$ cat config.mk
export PLATFORM = sky130hd
export DESIGN_NAME = switch_sampler
export DESIGN_NICKNAME = d
export VERILOG_FILES = /design/src/rtl/switch_sampler_pkg.sv /design/src/rtl/switch_evt_fifo.sv /design/src/rtl/switch_sampler.sv
export VERILOG_INCLUDE_DIRS = /design/src /design/src/rtl
export SDC_FILE = /design/constraint.sdc
export NUM_CORES = 1
export LEC_CHECK = 0
export CAP_MARGIN = 30
export CORE_ASPECT_RATIO = 1.4
export CORE_MARGIN = 2
export CORE_UTILIZATION = 60
export CTS_BUF_LIST = sky130_fd_sc_hd__clkbuf_2 sky130_fd_sc_hd__clkbuf_4 sky130_fd_sc_hd__clkbuf_8
export DETAILED_ROUTE_END_ITERATION = 8
export GPL_TIMING_DRIVEN = 0
export MAX_ROUTING_LAYER = met4
export PLACE_DENSITY = 0.82
export REMOVE_ABC_BUFFERS = 1
export SYNTH_ARGS = -nofsm -noshare
export SYNTH_HDL_FRONTEND = slang
export SYNTH_HIERARCHICAL = 1
export SYNTH_SLANG_ARGS = --single-unit
$ cat constraint.sdc
create_clock -name clk -period 3 [get_ports clk]
set_clock_uncertainty 0.1 [all_clocks]
set_input_delay 0.9 -clock clk [delete_from_list [all_inputs] [get_ports clk]]
set_output_delay 0.9 -clock clk [all_outputs]
set_load 0.01 [all_outputs]
$ cat src/rtl/switch_defs.vh
// rtl/switch_defs.vh - shared default sizing for the switch sampler
`ifndef SWITCH_DEFS_VH
`define SWITCH_DEFS_VH

`define SW_NUM_SW_DEFAULT          4
`define SW_DEBOUNCE_CYCLES_DEFAULT 16
`define SW_FIFO_DEPTH_DEFAULT      4
`define SW_CNT_W(cycles)           $clog2(cycles)

`endif

$ cat src/rtl/switch_sampler_pkg.sv
// rtl/switch_sampler_pkg.sv - defaults and sizing helpers for the switch sampler
package switch_sampler_pkg;

`include "switch_defs.vh"

    localparam int SW_NUM_SW_DEF          = `SW_NUM_SW_DEFAULT;
    localparam int SW_DEBOUNCE_CYCLES_DEF = `SW_DEBOUNCE_CYCLES_DEFAULT;
    localparam int SW_FIFO_DEPTH_DEF      = `SW_FIFO_DEPTH_DEFAULT;

    // Debounce counter only ever reaches cycles-1, so clog2(cycles) bits suffice.
    function automatic int sw_cnt_w(input int cycles);
        return (`SW_CNT_W(cycles) < 1) ? 1 : `SW_CNT_W(cycles);
    endfunction

    function automatic int sw_ptr_w(input int depth);
        return (depth > 1) ? $clog2(depth) : 1;
    endfunction

endpackage

$ cat src/rtl/switch_evt_fifo.sv
// rtl/switch_evt_fifo.sv - change-event queue; full/empty derived from an occupancy count
module switch_evt_fifo
    import switch_sampler_pkg::*;
#(
    parameter int WIDTH = 8,
    parameter int DEPTH = SW_FIFO_DEPTH_DEF
) (
    input  logic             clk,
    input  logic             rst_n,
    input  logic             i_push,
    input  logic [WIDTH-1:0] i_wdata,
    input  logic             i_pop,
    output logic [WIDTH-1:0] o_rdata,
    output logic             o_valid,
    output logic             o_drop
);

    localparam int AW = sw_ptr_w(DEPTH);
    localparam int CW = $clog2(DEPTH + 1);

    logic [WIDTH-1:0] r_mem [DEPTH];
    logic [AW-1:0]    r_wr_ptr;
    logic [AW-1:0]    r_rd_ptr;
    logic [CW-1:0]    r_count;

    logic w_empty;
    logic w_full;
    logic w_pop;
    logic w_push;

    function automatic logic [AW-1:0] ptr_inc(input logic [AW-1:0] ptr);
        return (ptr == AW'(DEPTH - 1)) ? '0 : ptr + AW'(1);
    endfunction

    assign w_empty = (r_count == '0);
    assign w_full  = (r_count == CW'(DEPTH));
    assign w_pop   = i_pop && !w_empty;
    // A pop on the same edge frees the slot, so a full queue still accepts.
    assign w_push  = i_push && (!w_full || w_pop);
    assign o_drop  = i_push && w_full && !w_pop;

    assign o_valid = !w_empty;
    assign o_rdata = w_empty ? '0 : r_mem[r_rd_ptr];

    always_ff @(posedge clk) begin
        if (w_push) begin
            r_mem[r_wr_ptr] <= i_wdata;
        end
    end

    always_ff @(posedge clk or negedge rst_n) begin
        if (!rst_n) begin
            r_wr_ptr <= '0;
            r_rd_ptr <= '0;
            r_count  <= '0;
        end else begin
            if (w_push) begin
                r_wr_ptr <= ptr_inc(r_wr_ptr);
            end
            if (w_pop) begin
                r_rd_ptr <= ptr_inc(r_rd_ptr);
            end
            case ({w_push, w_pop})
                2'b10:   r_count <= r_count + CW'(1);
                2'b01:   r_count <= r_count - CW'(1);
                default: r_count <= r_count;
            endcase
        end
    end

endmodule

$ cat src/rtl/switch_sampler.sv
// rtl/switch_sampler.sv - synchronizes and debounces slide switches, queues change events
module switch_sampler
    import switch_sampler_pkg::*;
#(
    parameter int NUM_SW          = SW_NUM_SW_DEF,
    parameter int DEBOUNCE_CYCLES = SW_DEBOUNCE_CYCLES_DEF,
    parameter int FIFO_DEPTH      = SW_FIFO_DEPTH_DEF
) (
    input  logic              clk,
    input  logic              rst_n,
    input  logic [NUM_SW-1:0] SlideSwitch,
    output logic [NUM_SW-1:0] sw_stable,
    output logic              evt_valid,
    input  logic              evt_ready,
    output logic [NUM_SW-1:0] evt_data,
    output logic [NUM_SW-1:0] evt_mask,
    output logic              evt_ovf,
    input  logic              ovf_clr
);

    localparam int               CNT_W    = sw_cnt_w(DEBOUNCE_CYCLES);
    localparam logic [CNT_W-1:0] CNT_LAST = CNT_W'(DEBOUNCE_CYCLES - 1);

    logic [NUM_SW-1:0] r_sync1;
    logic [NUM_SW-1:0] r_sync2;
    logic [NUM_SW-1:0] r_stable;
    logic [CNT_W-1:0]  r_cnt [NUM_SW];
    logic              r_ovf;

    logic [NUM_SW-1:0]   w_diff;
    logic [NUM_SW-1:0]   w_accept;
    logic [NUM_SW-1:0]   w_stable_nxt;
    logic [2*NUM_SW-1:0] w_rdata;
    logic                w_pop;
    logic                w_drop;

    always_ff @(posedge clk or negedge rst_n) begin
        if (!rst_n) begin
            r_sync1 <= '0;
            r_sync2 <= '0;
        end else begin
            r_sync1 <= SlideSwitch;
            r_sync2 <= r_sync1;
        end
    end

    assign w_diff = r_sync2 ^ r_stable;

    always_comb begin
        w_accept = '0;
        for (int i = 0; i < NUM_SW; i++) begin
            w_accept[i] = w_diff[i] && (r_cnt[i] == CNT_LAST);
        end
    end

    assign w_stable_nxt = r_stable ^ w_accept;

    // Counter restarts on any return to the stable level, so only an unbroken run is accepted.
    always_ff @(posedge clk or negedge rst_n) begin
        if (!rst_n) begin
            for (int i = 0; i < NUM_SW; i++) begin
                r_cnt[i] <= '0;
            end
            r_stable <= '0;
        end else begin
            for (int i = 0; i < NUM_SW; i++) begin
                if (!w_diff[i] || w_accept[i]) begin
                    r_cnt[i] <= '0;
                end else begin
                    r_cnt[i] <= r_cnt[i] + CNT_W'(1);
                end
            end
            r_stable <= w_stable_nxt;
        end
    end

    assign w_pop = evt_valid && evt_ready;

    switch_evt_fifo #(
        .WIDTH (2 * NUM_SW),
        .DEPTH (FIFO_DEPTH)
    ) u_evt_fifo (
        .clk     (clk),
        .rst_n   (rst_n),
        .i_push  (|w_accept),
        .i_wdata ({w_stable_nxt, w_accept}),
        .i_pop   (w_pop),
        .o_rdata (w_rdata),
        .o_valid (evt_valid),
        .o_drop  (w_drop)
    );

    // A drop on the clearing edge must stay visible, so it takes priority.
    always_ff @(posedge clk or negedge rst_n) begin
        if (!rst_n) begin
            r_ovf <= 1'b0;
        end else if (w_drop) begin
            r_ovf <= 1'b1;
        end else if (ovf_clr) begin
            r_ovf <= 1'b0;
        end
    end

    assign sw_stable = r_stable;
    assign evt_data  = w_rdata[2*NUM_SW-1:NUM_SW];
    assign evt_mask  = w_rdata[NUM_SW-1:0];
    assign evt_ovf   = r_ovf;

endmodule

* After elaboration in Yosys (flattened, before gate mapping) *
Memories as Yosys holds them, arrays and structs flattened.
Cells that the tools add are included.

word-level totals
  input bits = 8
  bits in read-only memories = 0
  flip-flop bits (word level) = 36
  bits in writable memories = 32
  logic and storage cells = 68
  output and inout bits = 14
  bits in latches = 0
  memories kept = 1

cells by class
  shift-type cells = 0
  div/mod/pow operators = 0
  $add $sub $neg = 8
  reductions and logical operators = 25
  bitwise logic cells = 2
  multipliers = 0
  multiplexer cells = 12
  eq/ne operators = 9
  magnitude comparators = 0

memories
  name              depth  width  read ports  clocked after Yosys merged registers in  wr ports  line                   source
  u_evt_fifo.r_mem  4      8      1           0                                        1         switch_evt_fifo.sv:21  logic [WIDTH-1:0] r_mem [DEPTH];

operators by type and width
  operator               number
  $add A4 B1 Y4 const B  4
  $eq A4 B4 Y1 const B   4
  $mux W4                4
  $logic_and A1 B1 Y1    9
  $mux W8                1
  $xor A4 B4 Y4          2
  $logic_not A1 Y1       7
  $eq A2 B2 Y1 const B   3
  $pmux W3 S2            1
  $logic_or A1 B1 Y1     5
  $add A2 B1 Y2 const B  2
  $mux W1                4
  $mux W2                2
  $reduce_bool A2 Y1     2
  $reduce_or A4 Y1       1
  $add A3 B1 Y3 const B  1
  $eq A3 B3 Y1 const B   1
  $logic_not A3 Y1       1
  $sub A3 B1 Y3 const B  1
  $eq A2 B1 Y1 const B   1

* Depth between registers and ports, before layout *
Gate-level depths: netlist of run 1.

  word-level depth = 8
  depth in mapped cells = 12
  depth with buffers taken out = 12

* Modules after synthesis *
Netlist of run 1, hierarchy kept.

modules (own cells, without submodules)
  module           cells each  seq. area each (µm²)  area each (µm²)  times used
  switch_evt_fifo  91          1,136.1               1,675.4          1
  switch_sampler   89          725.7                 1,108.6          1

* Least setup slack after synthesis of run 1 *
No wires, ideal clock.

  path kind = register to register
  from = register r_cnt[12] in the netlist's numbering
  to = register u_evt_fifo.r_count[2]
  required time = 2.821 ns
  setup slack = 0.296 ns
  clock period less this slack = 2.704 ns
  buffers on the path = 0
  setup time = 0.079 ns
  data arrival time = 2.525 ns
  stages on the path, launching flop included = 13
  path through = dfrtp_1 -> ha_1 -> nand3_1 -> nor2_1 -> or4_1 -> nor2b_1 -> inv_1 -> ha_1 -> inv_1 -> fa_1 -> xor2_1 -> nor2_1 -> xor2_1

between the ends
  longest elaborated chain between the ends = 6
  elaborated cells on any way between the ends = 8
  those cells by class = eq/ne: 3; mux: 1; reduce/logical: 4

RTL lines
  what                                                      line                   source
  start: declaration                                        switch_sampler.sv:27   logic [CNT_W-1:0] r_cnt [NUM_SW];
  start signal: indexed assignment                          switch_sampler.sv:70   r_cnt[i] <= r_cnt[i] + CNT_W'(1);
  $eq A4 B4 Y1 *                                            switch_sampler.sv:52   w_accept[i] = w_diff[i] && (r_cnt[i] == CNT_LAST);
  $logic_and A1 B1 Y1 *                                     switch_sampler.sv:52
  net w_accept[0]                                           switch_sampler.sv:31   logic [NUM_SW-1:0] w_accept;
  $reduce_or A4 Y1 *                                        switch_sampler.sv:85   .i_push (|w_accept),
  $logic_and A1 B1 Y1 *                                     switch_evt_fifo.sv:39  assign w_push = i_push && (!w_full || w_pop);
  $eq A2 B1 Y1 / $eq A2 B2 Y1 (equally long branches)       switch_evt_fifo.sv:63  case ({w_push, w_pop})
  $pmux W3 S2 / $reduce_bool A2 Y1 (equally long branches)  -
  end signal: assignment                                    switch_evt_fifo.sv:64  2'b10: r_count <= r_count + CW'(1);
  end signal: assignment                                    switch_evt_fifo.sv:65  2'b01: r_count <= r_count - CW'(1);
  end signal: assignment                                    switch_evt_fifo.sv:66  default: r_count <= r_count;
  end: declaration                                          switch_evt_fifo.sv:24  logic [CW-1:0] r_count;

Mark *: on every way through the listed nets, which the timed path passes. The rest lies on a longest branch.
A chain may end at the register's enable or synchronous reset.

* Worst setup path after layout of run 1 *
  from = input port evt_ready
  to = register u_evt_fifo.r_count[2]

between the ends
  longest elaborated chain between the ends = 6
  elaborated cells on any way between the ends = 8
  those cells by class = eq/ne: 2; mux: 1; reduce/logical: 5

RTL lines
  what                                                      line                   source
  start: declaration                                        switch_sampler.sv:14   input logic evt_ready,
  $logic_and A1 B1 Y1 *                                     switch_sampler.sv:77   assign w_pop = evt_valid && evt_ready;
  net w_pop                                                 switch_sampler.sv:34   logic w_pop;
  $logic_and A1 B1 Y1 *                                     switch_evt_fifo.sv:37  assign w_pop = i_pop && !w_empty;
  $logic_or A1 B1 Y1                                        switch_evt_fifo.sv:39
  $logic_and A1 B1 Y1                                       switch_evt_fifo.sv:39
  $eq A2 B1 Y1 / $eq A2 B2 Y1 (equally long branches)       switch_evt_fifo.sv:63
  $pmux W3 S2 / $reduce_bool A2 Y1 (equally long branches)  -

Marked as above.

==> results of run 1 <==
[final timing paths]
check,startpoint,cells past startpoint,to
setup reg to reg,u_evt_fifo/r_count[0]$_DFFE_PN0P_,11,u_evt_fifo/r_count[2]$_DFFE_PN0P_
hold / removal,r_sync1[0]$_DFF_PN0_,0,r_sync2[0]$_DFF_PN0_
min in group asynchronous,rst_n,1,r_cnt[7]$_DFF_PN0_
setup / recovery,evt_ready,11,u_evt_fifo/r_count[2]$_DFFE_PN0P_
max in group asynchronous,rst_n,1,u_evt_fifo/r_rd_ptr[0]$_DFFE_PN0P_
hold reg to reg,r_sync1[0]$_DFF_PN0_,0,r_sync2[0]$_DFF_PN0_
[state kept, by name (all words and copies together), names as in the netlist]
name,flops
evt_ovf,1
r_cnt,16
r_sync1,4
r_sync2,4
sw_stable,4
u_evt_fifo/r_count,3
u_evt_fifo/r_mem,32
u_evt_fifo/r_rd_ptr,2
u_evt_fifo/r_wr_ptr,2
[area by class of cell]
| class | instances | area, sq um |
|---|---|---|
| clock inverter | 1 | 5.00 |
| inverter | 11 | 41.3 |
| clock buffer | 15 | 188 |
| timing repair buffer | 24 | 230 |
| sequential | 68 | 1870 |
| tap | 62 | 77.6 |
| fill | 301 | 1180 |
| multi-input combinational | 98 | 915 |
[report_power, final]
| group | internal, mW | total (mW) | switching (mW) |
|---|---|---|---|
| logic | 0.227 | 0.404 | 0.178 |
| registers | 1.03 | 1.11 | 0.0788 |
| clock network | 0.395 | 0.699 | 0.304 |
| total | 1.65 | 2.21 | 0.560 |
[placed cells by master (no fill, tap or decap), types with 2 or more instances in the layout]
cell type,instances
dfrtp_1,35
edfxtp_1,32
nor2_1,22
clkbuf_8,12
clkdlybuf4s50_1,12
inv_1,11
xnor2_1,9
ha_1,8
dlygate4sd2_1,8
mux4_2,8
and2_2,8
nand3_1,6
xor2_1,6
and2_1,5
mux2_1,4
nand2b_1,3
clkbuf_4,3
nand3_2,2
and2_4,2
ha_2,2
mux2_4,2
mux2_2,2
buf_4,2
[kinds of logic after synthesis]
family	Yosys count	synth area share
xor gates and xnor gates	15	0.0472
muxes	17	0.103
buffers and inverters	14	0.0220
AOI/OAI and AO/OA	2	0.00584
and+or+nand+nor	53	0.101
DFF	68	0.669
adders and majority gates	11	0.0521
[per-layer routing]
layer  vias to the layer above  GRT usage  share of wire
li1                        686          -              -
met1                       745      0.224           0.38
met2                        26      0.345           0.57
met3                         5     0.0693          0.038
met4                         0     0.0812          0.014
met5                         -          -              0
[what timing repair did]
| item | in CTS | in global routing |
|---|---|---|
| setup endpoints to repair | 9 | 1 |
| setup buffers | 2 | 1 |
| cloned | 0 | 0 |
| resized for setup | 17 | 7 |
| pin swaps | 0 | 3 |
[stage by stage]
step / util / TNS [ns]
after floorplan: - / 0
after global placement: 0.678 / -0.250
after detailed placement: 0.677 / -0.710
after CTS: 0.732 / 0
after global routing: 0.738 / 0
final: 0.738 / 0
[worst register-to-register path: stages (launching register included)]
cell and delay (ns):
dfrtp_1 0.45, or3_4 0.45, and2_4 0.20, nor4b_4 0.37, nor2b_4 0.07, inv_1 0.06, ha_1 0.18, inv_1 0.07
fa_2 0.34, xor2_1 0.15, nor2_1 0.16, xor2_1 0.19
==> run_results.csv, run 1 <==
group,metric,value,unit
timing,setup_viol,0,
setup_path,critical_path_arrival,3.04,ns
clock_network,cts_sinks,68,
floorplanning,die_x,61.6,um
synthesis,synthArstFlopShare,0.529,
setup_path,worstSetupPathType,"in -> reg",
setup_path,critPathCaptureType,"register",
floorplanning,die_y,84.6,um
drt,wl_per_cell,15.9,um
placed_design,dpl.hpwl,3.17,mm
drt,via_count,1462,
clock_network,cts_buffers,9,
timing,fin_crit_sh,0.966,
pwr,total_power,2.21,mW
clock_network,cts_buffer_depth,2,
flow_run,cap_violations,0,
global_route,grt_use_total,0.209,
synthesis,synth.top_cells.by_count,"dfrtp_1 (36), edfxtp_1 (32), nor2_1 (23), inv_1 (11), ha_1 (10)",
global_route,grt_overflow,0,
synthesis,ys_ff_latch,68,
synthesis,syn_area_per_cell,15.5,sq um
placed_design,place_inst,260,
timing,fin_hold_ws,0.252,ns
synthesis,yosys_most_used_dff,"dfrtp_1",
timing,hold_viol,0,
timing,slew_violations,0,
synthesis,synth_top_area_cell,"edfxtp_1",
clock_network,htree_levels,3,
synthesis,yosysSeqAreaShare,0.669,
setup_path,cpPeakStageDelay,0.39,ns
floorplanning,rows,29,
clock_network,holdBufCountCts,0,
finish,drive_above_1_share,0.249,
finish,final_area,3320,sq um
drt,drt-initial-drc-count,50,
timing,max_slew_margin,0.476,
global_route,grt_max_degree,37,
timing,worst_slew_pin_slew,0.786,ns
synthesis,netlist_area,2780,sq um
setup_path,cp.required,3.15,ns
floorplanning,start_util,0.619,
timing,fmax,345,MHz
synthesis,synth.top_cell.area_share,0.345,
placed_design,gp_congestion,0.739,
synthesis,synth-edff-count,32,
outcome,status,"finished, final reports clean",
worst_hold_path,hold_path_class,"reg -> reg",
pwr,peakVddDrop,0.000489,V
drt,drt_first_pass_iters,4,
floorplanning,coreArea,4500,sq um
finish,final_cell_count_no_fill,279,
finish,n_antenna_cell,0,
setup_path,crit_family,"simple AND/OR/NAND/NOR gates",
drt,ant_nets,0,
drt,finalWirelength,4.45,mm
global_route,grt_pass1_vias,1638,
setup_path,crit_path_top_delay_cell,"clkdlybuf4s50_1",
clock_network,cts_root_buffer,"clkbuf_8",
synthesis,synth.area.top_cells,"edfxtp_1 (35%), dfrtp_1 (32%), mux4_2 (6.5%)",
drt,drc,0,
timing,fin_crit,2.90,ns
placed_design,port_buffers,21,
pwr,power_leakage,1.49,nW
pwr,p_per_area,666,nW/um^2
floorplanning,die-area,5210,sq um
clock_network,clk_latency,0.33,ns
placed_design,pre_cts_ws,-0.469,ns
drt,vias_per_cell,5.24,
finish,synthToLayoutAreaGrowth,19.3,%
synthesis,yosysMostFrequentCell,"dfrtp_1",
setup_path,path_cells,"clkdlybuf4s50_1, and2_4, nor4b_4, nor2b_4, inv_1, ha_1, inv_1, fa_2, xor2_1, nor2_1, xor2_1",
setup_path,crit_buf_inv,3,
global_route,grt_pass1_wl,7.40,mm
finish,nets,231,
clock_network,cts_tree,"built",
setup_path,start_kind,"primary input",
timing,rsz0062_at_grt,"no",
floorplanning,io_pins,22,
global_route,antenna_found_initial,0,
setup_path,cp_max_fo,2,
synthesis,netlist_instances,180,
clock_network,cts.clk_slew.worst_paths,0.06,ns
timing,timing.final.ws_setup,0.103,ns
synthesis,synth_cell_types,27,
synthesis,yosysWarnings,6,
placed_design,dpl_cell_area,3050,sq um
setup_path,reg2reg_slack,0.12,ns
Power figures use the tool's default switching activity.
==> inputs of run 2 (changes only) <==
--- a/config.mk
+++ b/config.mk
@@ -16,6 +16,7 @@
 export MAX_ROUTING_LAYER = met4
 export PLACE_DENSITY = 0.82
 export REMOVE_ABC_BUFFERS = 1
+export SLEW_MARGIN = 20
 export SYNTH_ARGS = -nofsm -noshare
 export SYNTH_HDL_FRONTEND = slang
 export SYNTH_HIERARCHICAL = 1
==> run_results.csv, run 2 (same netlist as run 1, synthesis figures left out) <==
group,metric,value,unit
placed_design,port_buffers,21,
floorplanning,die-area,5210,sq um
setup_path,reg2reg_slack,0.14,ns
drt,vias_per_cell,5.24,
finish,largest_reg_flops,32,
timing,fin_crit_sh,0.965,
placed_design,pre_cts_ws,-0.469,ns
clock_network,cts_root_buffer,"clkbuf_8",
clock_network,holdBufCountCts,0,
setup_path,critical_path_arrival,1.90,ns
finish,final_cell_mix,"dfrtp_1 (34), edfxtp_1 (32), nor2_1 (22)",
finish,drive_above_1_share,0.265,
pwr,power_leakage,1.51,nW
timing,hold_viol,0,
global_route,grt_util_met1,0.227,
global_route,grt_use_total,0.213,
worst_hold_path,hold_depth,0,
drt,drt_first_pass_iters,4,
floorplanning,die_x,61.6,um
drt,wl_per_cell,16.1,um
global_route,grt_pass1_vias,1681,
timing,max_slew_margin,0.685,
floorplanning,die_y,84.6,um
placed_design,dpl.hpwl,3.27,mm
setup_path,worstSetupPathType,"reg -> out",
clock_network,clk_latency,0.34,ns
drt,drt-initial-drc-count,80,
floorplanning,coreArea,4500,sq um
global_route,grtUsageMet2,0.345,
timing,timing.final.ws_setup,0.104,ns
clock_network,cts.clk_slew.worst_paths,0.07,ns
pwr,p_int,1.70,mW
pwr,sw_frac_of_total,0.250,
drt,finalWirelength,4.52,mm
setup_path,r2r_cells,12,
finish,n_antenna_cell,0,
drt,drc,0,
drt,via_count,1473,
global_route,grt_overflow,0,
clock_network,cts_sinks,68,
finish,largestRegisters,"u_evt_fifo/r_mem (32), r_cnt (16)",
timing,slew_violations,0,
drt,ant_nets,0,
floorplanning,rows,29,
setup_path,crit-reg2reg-launch,"r_cnt[12]$_DFF_PN0_",
pwr,seqPwrFrac,0.490,
pwr,switching_power,0.567,mW
setup_path,cp_max_fo,4,
setup_path,cp.required,2.00,ns
timing,worst_slew_pin_slew,0.473,ns
pwr,p_clk_frac,0.329,
global_route,antenna_found_initial,0,
global_route,grt_max_degree,24,
clock_network,htree_levels,3,
timing,fmax,345,MHz
clock_network,cts_buffers,9,
finish,finalCoreUtilization,0.749,
timing,rsz0062_at_grt,"no",
setup_path,crit_path_end,"evt_data[2]",
pwr,combPwrFrac,0.181,
setup_path,crit_path_start,"u_evt_fifo/r_rd_ptr[0]$_DFFE_PN0P_",
finish,nets,234,
pwr,peakVddDrop,0.000463,V
global_route,top_usage_layer,"met2",
pwr,p_per_area,674,nW/um^2
finish,num-fill-cells,296,
floorplanning,io_pins,22,
floorplanning,start_util,0.619,
outcome,status,"finished, final reports clean",
global_route,use_met3,0.0740,
finish,synthToLayoutAreaGrowth,21.0,%
timing,fin_crit,2.90,ns
finish,final_common_cell,"dfrtp_1",
setup_path,start_kind,"register",
clock_network,cts_tree,"built",
flow_run,cap_violations,0,
timing,setup_viol,0,
finish,largest-register,"u_evt_fifo/r_mem",
worst_hold_path,hold_path_class,"reg -> reg",
placed_design,gp_congestion,0.739,
setup_path,critPathCaptureType,"output port",
global_route,grt_pass1_wl,7.51,mm
setup_path,r2r-end,"u_evt_fifo/r_count[2]$_DFFE_PN0P_",
clock_network,cts_buffer_depth,2,
[run 2: final cells by class]
class | count | area (sq um) | share of cell area
clock inverter | 2 | 35.0 | 0.0104
inverter | 11 | 41.3 | 0.0123
tap | 62 | 77.6 | 0.0230
sequential | 68 | 1870 | 0.554
timing repair buffer | 27 | 260 | 0.0772
multi-input combinational | 98 | 922 | 0.274
clock buffer | 13 | 166 | 0.0494
[run 2: power groups by stage]
stage / registers (mW) / logic, mW / clock network [mW]
after floorplan: 1.11 / 0.226 / 0
after global placement: 1.14 / 0.270 / 0
after detailed placement: 1.15 / 0.313 / 0
after CTS: 1.10 / 0.401 / 0.766
after global routing: 1.12 / 0.448 / 0.804
final: 1.11 / 0.412 / 0.746
[run 2: what timing repair did]
action,4_1_cts,5_1_grt
buffers inserted,4,1
gates resized for setup,16,10
endpoints found under the setup margin,9,1
pin swaps,0,4
[run 2: worst min path at each step]
stage | startpoint | end
after floorplan | r_sync1[0]$_DFF_PN0_ | r_sync2[0]$_DFF_PN0_
final | r_sync1[2]$_DFF_PN0_ | r_sync2[2]$_DFF_PN0_
after global placement | r_sync1[1]$_DFF_PN0_ | r_sync2[1]$_DFF_PN0_
after global routing | r_sync1[0]$_DFF_PN0_ | r_sync2[0]$_DFF_PN0_
after CTS | r_sync1[2]$_DFF_PN0_ | r_sync2[2]$_DFF_PN0_
after detailed placement | r_sync1[0]$_DFF_PN0_ | r_sync2[0]$_DFF_PN0_
[run 2: layer usage]
metal  part of all wire  wire [um]
met1               0.38       1700
met2               0.56       2550
met3              0.040        181
met4              0.018         82
met5                  0          0
[run 2: critical path, stage by stage (launching register included)]
cell and delay [ns]:
dfrtp_4 0.49, buf_4 0.15, mux4_2 0.42, and2_2 0.21
dlygate4sd2_1 0.28
[run 2: stage by stage]
stage	TNS [ns]	hold WS [ns]	cells	area [sq um]	total power [mW]
2_1_floorplan	0	0.231	177	2760	1.34
3_3_place_gp	-0.250	0.231	260	3050	1.41
3_5_place_dp	-0.710	0.240	261	3070	1.46
4_1_cts	0	0.252	280	3320	2.27
5_1_grt	0	0.260	281	3370	2.37
6_report	0	0.249	281	3370	2.27
